[src/rtl/chan_player.sv]
// Four-channel sample player: AXI4-Lite slave that queues 16-bit frames and
// plays one frame per programmable sample period, with underflow/low-water irq.
module chan_player #(
  parameter int unsigned FIFO_DEPTH  = 16,
  parameter logic [15:0] DIV_DEFAULT = 16'd1561
) (
  input  logic               clk_i,
  input  logic               rst_i,
  input  logic               cfg_awvalid_i,
  input  logic [31:0]        cfg_awaddr_i,
  input  logic               cfg_wvalid_i,
  input  logic [31:0]        cfg_wdata_i,
  input  logic [3:0]         cfg_wstrb_i,
  input  logic               cfg_bready_i,
  input  logic               cfg_arvalid_i,
  input  logic [31:0]        cfg_araddr_i,
  input  logic               cfg_rready_i,
  output logic               cfg_awready_o,
  output logic               cfg_wready_o,
  output logic               cfg_bvalid_o,
  output logic [1:0]         cfg_bresp_o,
  output logic               cfg_arready_o,
  output logic               cfg_rvalid_o,
  output logic [31:0]        cfg_rdata_o,
  output logic [1:0]         cfg_rresp_o,
  output logic signed [15:0] channel_a,
  output logic signed [15:0] channel_b,
  output logic signed [15:0] channel_c,
  output logic signed [15:0] channel_d,
  output logic               sample_stb_o,
  output logic               intr_o
);

  localparam int unsigned AW = $clog2(FIFO_DEPTH);
  localparam int unsigned PW = AW + 1;
  localparam logic [PW-1:0] DEPTH_P = PW'(FIFO_DEPTH);

  logic            bvalid_q, rvalid_q;
  logic [31:0]     rdata_q, rdata_d;
  logic            en_q, uie_q, lie_q;
  logic [15:0]     div_q, cnt_q;
  logic [31:0]     stage_q;
  logic [7:0]      lw_q;
  logic            uf_q, ov_q;
  logic [PW-1:0]   wr_ptr_q, rd_ptr_q;
  logic [63:0]     mem_q [FIFO_DEPTH];
  logic            stb_q, intr_q;
  logic [15:0]     ch_a_q, ch_b_q, ch_c_q, ch_d_q;

  logic            wr_fire, rd_fire;
  logic            wr_ctrl, wr_status, wr_div, wr_ab, wr_cd, wr_lw;
  logic            flush, tick, pop, push;
  logic [PW-1:0]   level;
  logic [31:0]     level_ext;
  logic            empty, full;
  logic            unused_bits;

  assign wr_fire   = cfg_awvalid_i & cfg_wvalid_i & ~bvalid_q;
  assign rd_fire   = cfg_arvalid_i & ~rvalid_q;
  assign wr_ctrl   = wr_fire && (cfg_awaddr_i[7:0] == 8'h00);
  assign wr_status = wr_fire && (cfg_awaddr_i[7:0] == 8'h04);
  assign wr_div    = wr_fire && (cfg_awaddr_i[7:0] == 8'h08);
  assign wr_ab     = wr_fire && (cfg_awaddr_i[7:0] == 8'h0C);
  assign wr_cd     = wr_fire && (cfg_awaddr_i[7:0] == 8'h10);
  assign wr_lw     = wr_fire && (cfg_awaddr_i[7:0] == 8'h14);

  assign level     = wr_ptr_q - rd_ptr_q;
  assign level_ext = 32'(level);
  assign empty     = (level == '0);
  assign full      = (level == DEPTH_P);

  // Flush pre-empts any tick in the same cycle so the reloaded period starts clean.
  assign flush = wr_ctrl & cfg_wdata_i[1];
  assign tick  = en_q && (cnt_q == '0) && !flush;
  assign pop   = tick & ~empty;
  assign push  = wr_cd & ~full & ~flush;

  assign unused_bits = ^{cfg_awaddr_i[31:8], cfg_araddr_i[31:8], cfg_wstrb_i};

  always_comb begin
    rdata_d = '0;
    case (cfg_araddr_i[7:0])
      8'h00:   rdata_d = {28'd0, lie_q, uie_q, 1'b0, en_q};
      8'h04:   rdata_d = {14'd0, ov_q, uf_q, 6'd0, full, empty, level_ext[7:0]};
      8'h08:   rdata_d = {16'd0, div_q};
      8'h0C:   rdata_d = stage_q;
      8'h14:   rdata_d = {24'd0, lw_q};
      default: rdata_d = '0;
    endcase
  end

  always_ff @(posedge clk_i) begin
    if (push) mem_q[wr_ptr_q[AW-1:0]] <= {cfg_wdata_i, stage_q};
  end

  always_ff @(posedge clk_i or negedge rst_i) begin
    if (!rst_i) begin
      bvalid_q <= 1'b0;
      rvalid_q <= 1'b0;
      rdata_q  <= '0;
      en_q     <= 1'b0;
      uie_q    <= 1'b0;
      lie_q    <= 1'b0;
      div_q    <= DIV_DEFAULT;
      cnt_q    <= DIV_DEFAULT;
      stage_q  <= '0;
      lw_q     <= '0;
      uf_q     <= 1'b0;
      ov_q     <= 1'b0;
      wr_ptr_q <= '0;
      rd_ptr_q <= '0;
      stb_q    <= 1'b0;
      intr_q   <= 1'b0;
      ch_a_q   <= '0;
      ch_b_q   <= '0;
      ch_c_q   <= '0;
      ch_d_q   <= '0;
    end else begin
      if (wr_fire)           bvalid_q <= 1'b1;
      else if (cfg_bready_i) bvalid_q <= 1'b0;

      if (rd_fire) begin
        rvalid_q <= 1'b1;
        rdata_q  <= rdata_d;
      end else if (cfg_rready_i) begin
        rvalid_q <= 1'b0;
      end

      if (wr_ctrl) begin
        en_q  <= cfg_wdata_i[0];
        uie_q <= cfg_wdata_i[2];
        lie_q <= cfg_wdata_i[3];
      end
      if (wr_div) div_q   <= cfg_wdata_i[15:0];
      if (wr_ab)  stage_q <= cfg_wdata_i;
      if (wr_lw)  lw_q    <= cfg_wdata_i[7:0];

      // A new underflow in the same cycle as its W1C clear must survive.
      uf_q <= (uf_q & ~(wr_status & cfg_wdata_i[16])) | (tick & empty);
      ov_q <= (ov_q & ~(wr_status & cfg_wdata_i[17])) | (wr_cd & full);

      if (flush)             cnt_q <= div_q;
      else if (wr_div)       cnt_q <= cfg_wdata_i[15:0];
      else if (!en_q)        cnt_q <= div_q;
      else if (cnt_q == '0)  cnt_q <= div_q;
      else                   cnt_q <= cnt_q - 16'd1;

      if (push) wr_ptr_q <= wr_ptr_q + PW'(1);
      if (flush)    rd_ptr_q <= wr_ptr_q;
      else if (pop) rd_ptr_q <= rd_ptr_q + PW'(1);

      stb_q <= tick;
      if (pop) begin
        {ch_d_q, ch_c_q, ch_b_q, ch_a_q} <= mem_q[rd_ptr_q[AW-1:0]];
      end

      intr_q <= (uf_q & uie_q) | (lie_q & en_q & (level_ext <= {24'd0, lw_q}));
    end
  end

  assign cfg_awready_o = wr_fire;
  assign cfg_wready_o  = wr_fire;
  assign cfg_bvalid_o  = bvalid_q;
  assign cfg_bresp_o   = '0;
  assign cfg_arready_o = ~rvalid_q;
  assign cfg_rvalid_o  = rvalid_q;
  assign cfg_rdata_o   = rdata_q;
  assign cfg_rresp_o   = '0;
  assign channel_a     = ch_a_q;
  assign channel_b     = ch_b_q;
  assign channel_c     = ch_c_q;
  assign channel_d     = ch_d_q;
  assign sample_stb_o  = stb_q;
  assign intr_o        = intr_q;

endmodule

[config.mk]
export PLATFORM = sky130hd
export DESIGN_NAME = chan_player
export DESIGN_NICKNAME = d
export VERILOG_FILES = /design/src/rtl/chan_player.sv
export SDC_FILE = /design/constraint.sdc
export NUM_CORES = 1
export LEC_CHECK = 0
export ABC_AREA = 1
export BUFFER_PORTS_ARGS = -buffer_cell sky130_fd_sc_hd__buf_4
export CAP_MARGIN = 20
export CORE_ASPECT_RATIO = 1.1
export CORE_MARGIN = 2
export CORE_UTILIZATION = 55
export CTS_CLUSTER_SIZE = 16
export DETAILED_ROUTE_END_ITERATION = 7
export GPL_ROUTABILITY_DRIVEN = 0
export PLACE_DENSITY = 0.8
export SLEW_MARGIN = 40
export SYNTH_ARGS = -nofsm -noshare
export SYNTH_HDL_FRONTEND = slang
export SYNTH_SLANG_ARGS = --single-unit
[constraint.sdc]
create_clock -name clk_i -period 7.5 [get_ports clk_i]
set_input_delay 1.125 -clock clk_i [delete_from_list [all_inputs] [get_ports clk_i]]
set_output_delay 1.125 -clock clk_i [all_outputs]
set_load 0.02 [all_outputs]
# After elaboration in Yosys (flattened, before gate mapping)
# Memory sizes are Yosys's and may differ from the RTL's. A register that Yosys moved wholly into a read port is not among the register bits.
# Index checks and enable logic that the tools add are counted.
# W data, S select, Z words.
[word_totals] reg_bits=123 input_bits=107 wordCells=88 out_inout_bits=107 memories=1 ram_bits=1024
[classes] n_eq_ne=10 n_bitwise=26 add_sub_neg=4 reduce_logical=17 mux=13 order_cmp=1
[memory_table] memory="mem_q" depth=16 width=64 read_ports=1 rd_ports_with_merged_regs=1 write_ports=1 line_no="46" text="logic [63:0] mem_q [FIFO_DEPTH];"
[op_table] op="$pmux W32 S5" n=1
[op_table] op="$mux W16" n=4
[op_table] op="$eq A8 B4 Y1 const B" n=4
[op_table] op="$eq A8 B5 Y1 const B" n=3
[op_table] op="$and A1 B1 Y1" n=16
[op_table] op="$eq A8 B3 Y1 const B" n=2
[op_table] op="$logic_not A16 Y1" n=1
[op_table] op="$logic_not A8 Y1" n=2
[op_table] op="$sub A16 B1 Y16 const B" n=1
[op_table] op="$add A5 B1 Y5 const B" n=2
[op_table] op="$mux W5" n=2
[op_table] op="$le A5 B8 Y1" n=1
[op_table] op="$logic_and A1 B1 Y1" n=8
[op_table] op="$not A1 Y1" n=7
[op_table] op="$mux W1" n=6
[op_table] op="$reduce_bool A2 Y1" n=3
[op_table] op="$eq A5 B5 Y1 const B" n=1
[op_table] op="$logic_not A5 Y1" n=1
[op_table] op="$sub A5 B5 Y5" n=1
[op_table] op="$or A1 B1 Y1" n=3
[op_table] op="$logic_not A1 Y1" n=2

# Longest topological paths before layout
[logic_depth] ltp_word=9 depth_mapped=17 depth_no_buf=16

# Worst setup path after synthesis
# OpenSTA, ideal clock, no wires.
[synth_path] path_type="flip-flop to flip-flop" from="register rd_ptr_q[1]" to="memory mem_q[4][0] (enable)" arrival_ns=6.321 setup_ns=0.565 t_required_ns=6.935 n_path_buf=4 stages_incl_launch_ff=12 synth_period_minus_slack_ns=6.886 path_slack_ns=0.614 path_cell_list="dfrtp_1 buf_2 inv_1 clkbuf_2 buf_2 fa_1 xor2_1 nor2_1 nand3_2 nand2_1 buf_2 nor3_1"
[synth_between] elab_chain_len=7
[synth_rtl] item="start: declaration" line_no="45" text="logic [PW-1:0] wr_ptr_q, rd_ptr_q;"
[synth_rtl] item="start signal: assignment" line_no="149" text="if (flush) rd_ptr_q <= wr_ptr_q;"
[synth_rtl] item="start signal: assignment" line_no="150" text="else if (pop) rd_ptr_q <= rd_ptr_q + PW'(1);"
[synth_rtl] item="$sub A5 B5 Y5" line_no="67" text="assign level = wr_ptr_q - rd_ptr_q;"
[synth_rtl] item="$eq A5 B5 Y1" line_no="70" text="assign full = (level == DEPTH_P);"
[synth_rtl] item="$not A1 Y1" line_no="76" text="assign push = wr_cd & ~full & ~flush;"
[synth_rtl] item="$and A1 B1 Y1 (2 in a row)" line_no="76"
[synth_rtl] item="$mux W1" line_no="93" text="if (push) mem_q[wr_ptr_q[AW-1:0]] <= {cfg_wdata_i, stage_q};"
[synth_rtl] item="$mux W1 (not written as such)" line_no="93"
[synth_rtl] item="end: declaration" line_no="46"
# No other way between the ends.

# Worst setup path in the final report
[layout_path] from="register rd_ptr_q[1]" to="memory mem_q[4][26] (enable)"
# Same word-level chain as after synthesis.

==> metrics.cfg <==
[worst_setup_path]
startpoint_type = register
r2r_setup_slk_ns = 2.84
timing.reg2reg.worst_path_depth = 9
worst-endpoint-required_ns = 7.81
path_cells = inv_6 -> fa_1 -> xor2_1 -> nor2_1 -> nand3_2 -> nand2_1 -> nor3_2 -> buf_4 -> buf_4
critical-path-max-stage-delay_ns = 0.83
critical_path_endpoint_category = register
timing.critical_path.slowest_stage_cell = sky130_fd_sc_hd__dfrtp_4
critPathKind = register to register
worst_path_most_repeated_cell = sky130_fd_sc_hd__buf_4
critical_path_peak_fanout = 73
critPathArrivalTime_ns = 4.97

[run_status]
run_status = completed

[sta]
worst_pin_slew_ns = 0.8937
totalNegativeSetupSlack_ns = 0
post_route_hold_slack_ns = 0.2588
post-route-period-util_pct = 62.17
setup-violations-final = 0
max_clock_freq_mhz = 214.5
finalMaxSlewViolations = 0
finClkSkew_ns = 0.02858
timing_hold_violations_final = 0
final_setup_margin_ns = 2.837
rsz0062_at_grt = no
worst_slew_margin_pct = 40.42
final_period_minus_worst_setup_slack_ns = 4.663

[flow_run]
cap_violations = 0

[clock_network]
numCtsBuffers = 112
tritoncts = done
cts.hold.buffers_added = 0
cts_max_level = 3
postCtsResizedCells = 0
cts.repair_timing.setup_buffer_count = 0
clock_sinks = 1211
clock_insertion_delay_worst_skew_ns = 0.71
clk_pin_slew_worst_paths_ns = 0.06
max-clock-path-buffers = 3
buffer_cell_driving_the_clock_tree_root = sky130_fd_sc_hd__clkbuf_16

[logic_synthesis]
post-synth-top-count-cell = sky130_fd_sc_hd__edfxtp_1
synth.area.top_cells = sky130_fd_sc_hd__edfxtp_1, sky130_fd_sc_hd__dfrtp_1, sky130_fd_sc_hd__o21ai_0
netlist.top_cell.by_area = sky130_fd_sc_hd__edfxtp_1
yosysWarnings = 0
post_synthesis_cell_area_mm2 = 0.04924
syn-mean-instance-area_um2 = 11.70
synth_async_sr_flop_share_pct = 15.44
seq_area_frac_synth_pct = 71.98
synth_enable_flop_cells = 1024
ys_dominant_reg_cell = sky130_fd_sc_hd__edfxtp_1
syn_inst = 4208
synth.ff_latch_count = 1211
synth.lib_cells_used.distinct = 45
synth_common_cells = sky130_fd_sc_hd__edfxtp_1, sky130_fd_sc_hd__nand2_1, sky130_fd_sc_hd__nor2_1, sky130_fd_sc_hd__o21ai_0, sky130_fd_sc_hd__dfrtp_1
synthDominantCellAreaShare_pct = 62.45

[place]
portBuffers = 157
detailedPlace.worstSlack_ns = 2.727
dp_hpwl_um = 66560

[global_routing]
grt_pass1_vias = 32620
grt_max_degree = 209
global_route.usage.total_pct = 26.45
number_of_antenna_violations_at_the_first_check_in_global_routing = 1
grt_pass1_wl_um = 185100
grt_remaining_overflow = 0

[routing]
post-route-drc-count = 0
detailed_routing_iteration_count_for_the_pre_antenna_repair_pass = 5
avgRoutedWirePerCell_um = 22.04
post_drt_via_cell_ratio = 5.992
dr_total_vias = 33270
drt_wl_total_um = 122400
antenna_left = 0
drt-initial-drc-count = 4071

[pwr]
power_density_mw_per_mm2 = 242.8
power.static_leakage_nw = 21.14
power.ir.vdd_worst_uv = 225.1

[floorplanning]
num_rows = 115
start_util_pct = 55.28
design.die.area_mm2 = 0.09193
core_area_mm2 = 0.08907
die-height_um = 317.8
fp.dieW_um = 289.3
num_io_pins = 214

[finish]
diodes = 0
num-fill-cells = 6380
fin_nets = 4410
multi_input_logic_area_mm2 = 0.01208
drive_gt1_share_pct = 10.02
layout.area.seq_mm2 = 0.03545
layout_area_growth_over_synthesis_pct = 11.86

[min_path]
worstHoldPathType = input port to asynchronous set/reset pin

[flip-flops by register name (all words and copies together), names as in the netlist, 5 cells and up]
| signal | flops |
|---|---|
| cfg_rdata_o | 32 |
| channel_a | 16 |
| channel_b | 16 |
| channel_c | 16 |
| channel_d | 16 |
| cnt_q | 16 |
| div_q | 16 |
| lw_q | 8 |
| mem_q | 1024 |
| rd_ptr_q | 5 |
| stage_q | 32 |
| wr_ptr_q | 5 |
[cell type report]
cell class | count | area share (%)
clock buffer | 159 | 5.650
clock inverter | 52 | 0.9700
inverter | 152 | 1.072
multi-input combinational | 2595 | 21.92
sequential | 1211 | 64.37
tap | 1170 | 2.658
timing repair buffer | 214 | 3.360
[routing by layer]
metal | GRT usage (%) | wire length (um)
met4 | 12.42 | 4982
met5 | 0 | 7
met2 | 42.43 | 58790
met3 | 5.961 | 12860
met1 | 34.31 | 45750
[cells by family (layout without fill, tap and decap cells)]
| kind of cell | after synthesis | after routing | synth area share [%] |
|---|---|---|---|
| simple gates | 1675 | 1675 | 13.55 |
| fa+ha+maj | 17 | 17 | 0.4472 |
| buf+inv | 405 | 577 | 3.779 |
| compound gates | 890 | 890 | 10.08 |
| flops | 1211 | 1211 | 71.98 |
| xor+xnor | 9 | 9 | 0.1601 |
| other cells | 1 | 4 | 0.007616 |
[worst max-delay path, delay by kind of cell (launching register included)]
kind,cells,cell delay [ns]
xor gates and xnor gates,1,0.29
adders and majority gates,1,0.55
buffers and inverters,3,1.62
DFF,1,0.83
and+or+nand+nor,4,0.90
[cells in the final DEF (no fill, tap or decap), types with 5 or more instances in the layout]
cell type / count
sky130_fd_sc_hd__buf_4: 181
sky130_fd_sc_hd__clkbuf_1: 36
sky130_fd_sc_hd__edfxtp_1: 1024
sky130_fd_sc_hd__ha_1: 16
sky130_fd_sc_hd__a21o_1: 8
sky130_fd_sc_hd__bufinv_16: 6
sky130_fd_sc_hd__clkbuf_16: 115
sky130_fd_sc_hd__clkinvlp_4: 8
sky130_fd_sc_hd__clkinv_2: 14
sky130_fd_sc_hd__buf_6: 22
sky130_fd_sc_hd__inv_2: 7
sky130_fd_sc_hd__o21ai_0: 572
sky130_fd_sc_hd__a21oi_1: 30
sky130_fd_sc_hd__nand4_1: 17
sky130_fd_sc_hd__inv_6: 5
sky130_fd_sc_hd__clkbuf_8: 10
sky130_fd_sc_hd__dfrtp_1: 174
sky130_fd_sc_hd__o22ai_1: 128
sky130_fd_sc_hd__o21ai_1: 21
sky130_fd_sc_hd__o211ai_1: 128
sky130_fd_sc_hd__nor2_1: 727
sky130_fd_sc_hd__xor2_1: 6
sky130_fd_sc_hd__clkinv_1: 17
sky130_fd_sc_hd__nand3b_1: 5
sky130_fd_sc_hd__nor3_2: 12
sky130_fd_sc_hd__inv_1: 138
sky130_fd_sc_hd__nor2_4: 5
sky130_fd_sc_hd__nand3_1: 146
sky130_fd_sc_hd__nand2_1: 735
sky130_fd_sc_hd__dfstp_2: 10
sky130_fd_sc_hd__nor2_2: 7
[through the flow]
| stage | total power, mW | instance area, um2 | cells | utilization, % |
|---|---|---|---|---|
| 5_1_grt | 13.71 | 55080 | 5553 | 61.84 |
| 2_1_floorplan | 7.731 | 49250 | 4211 | - |
| 6_report | 13.37 | 55080 | 5553 | 61.84 |
| 4_1_cts | 13.39 | 54950 | 5548 | 61.70 |
| 3_5_place_dp | 7.916 | 51300 | 5337 | 57.60 |
| 3_3_place_gp | 7.898 | 51120 | 5332 | 57.39 |
[path summary, 6_finish.rpt]
check / from / to
setup / recovery: rd_ptr_q[1] / mem_q[4][26]
hold / removal: rst_i / cfg_rdata_o[9]
setup reg to reg: rd_ptr_q[1] / mem_q[4][26]
hold reg to reg: channel_d[13] / channel_d[13]
max in group asynchronous: rst_i / rd_ptr_q[2]
min in group clk_i: channel_d[13] / channel_d[13]
[power by group]
part	internal (mW)	switching (mW)
sequential	7.29	0.0406
clock	3.12	2.46
combinational	0.130	0.326
Power figures use the tool's default switching activity.
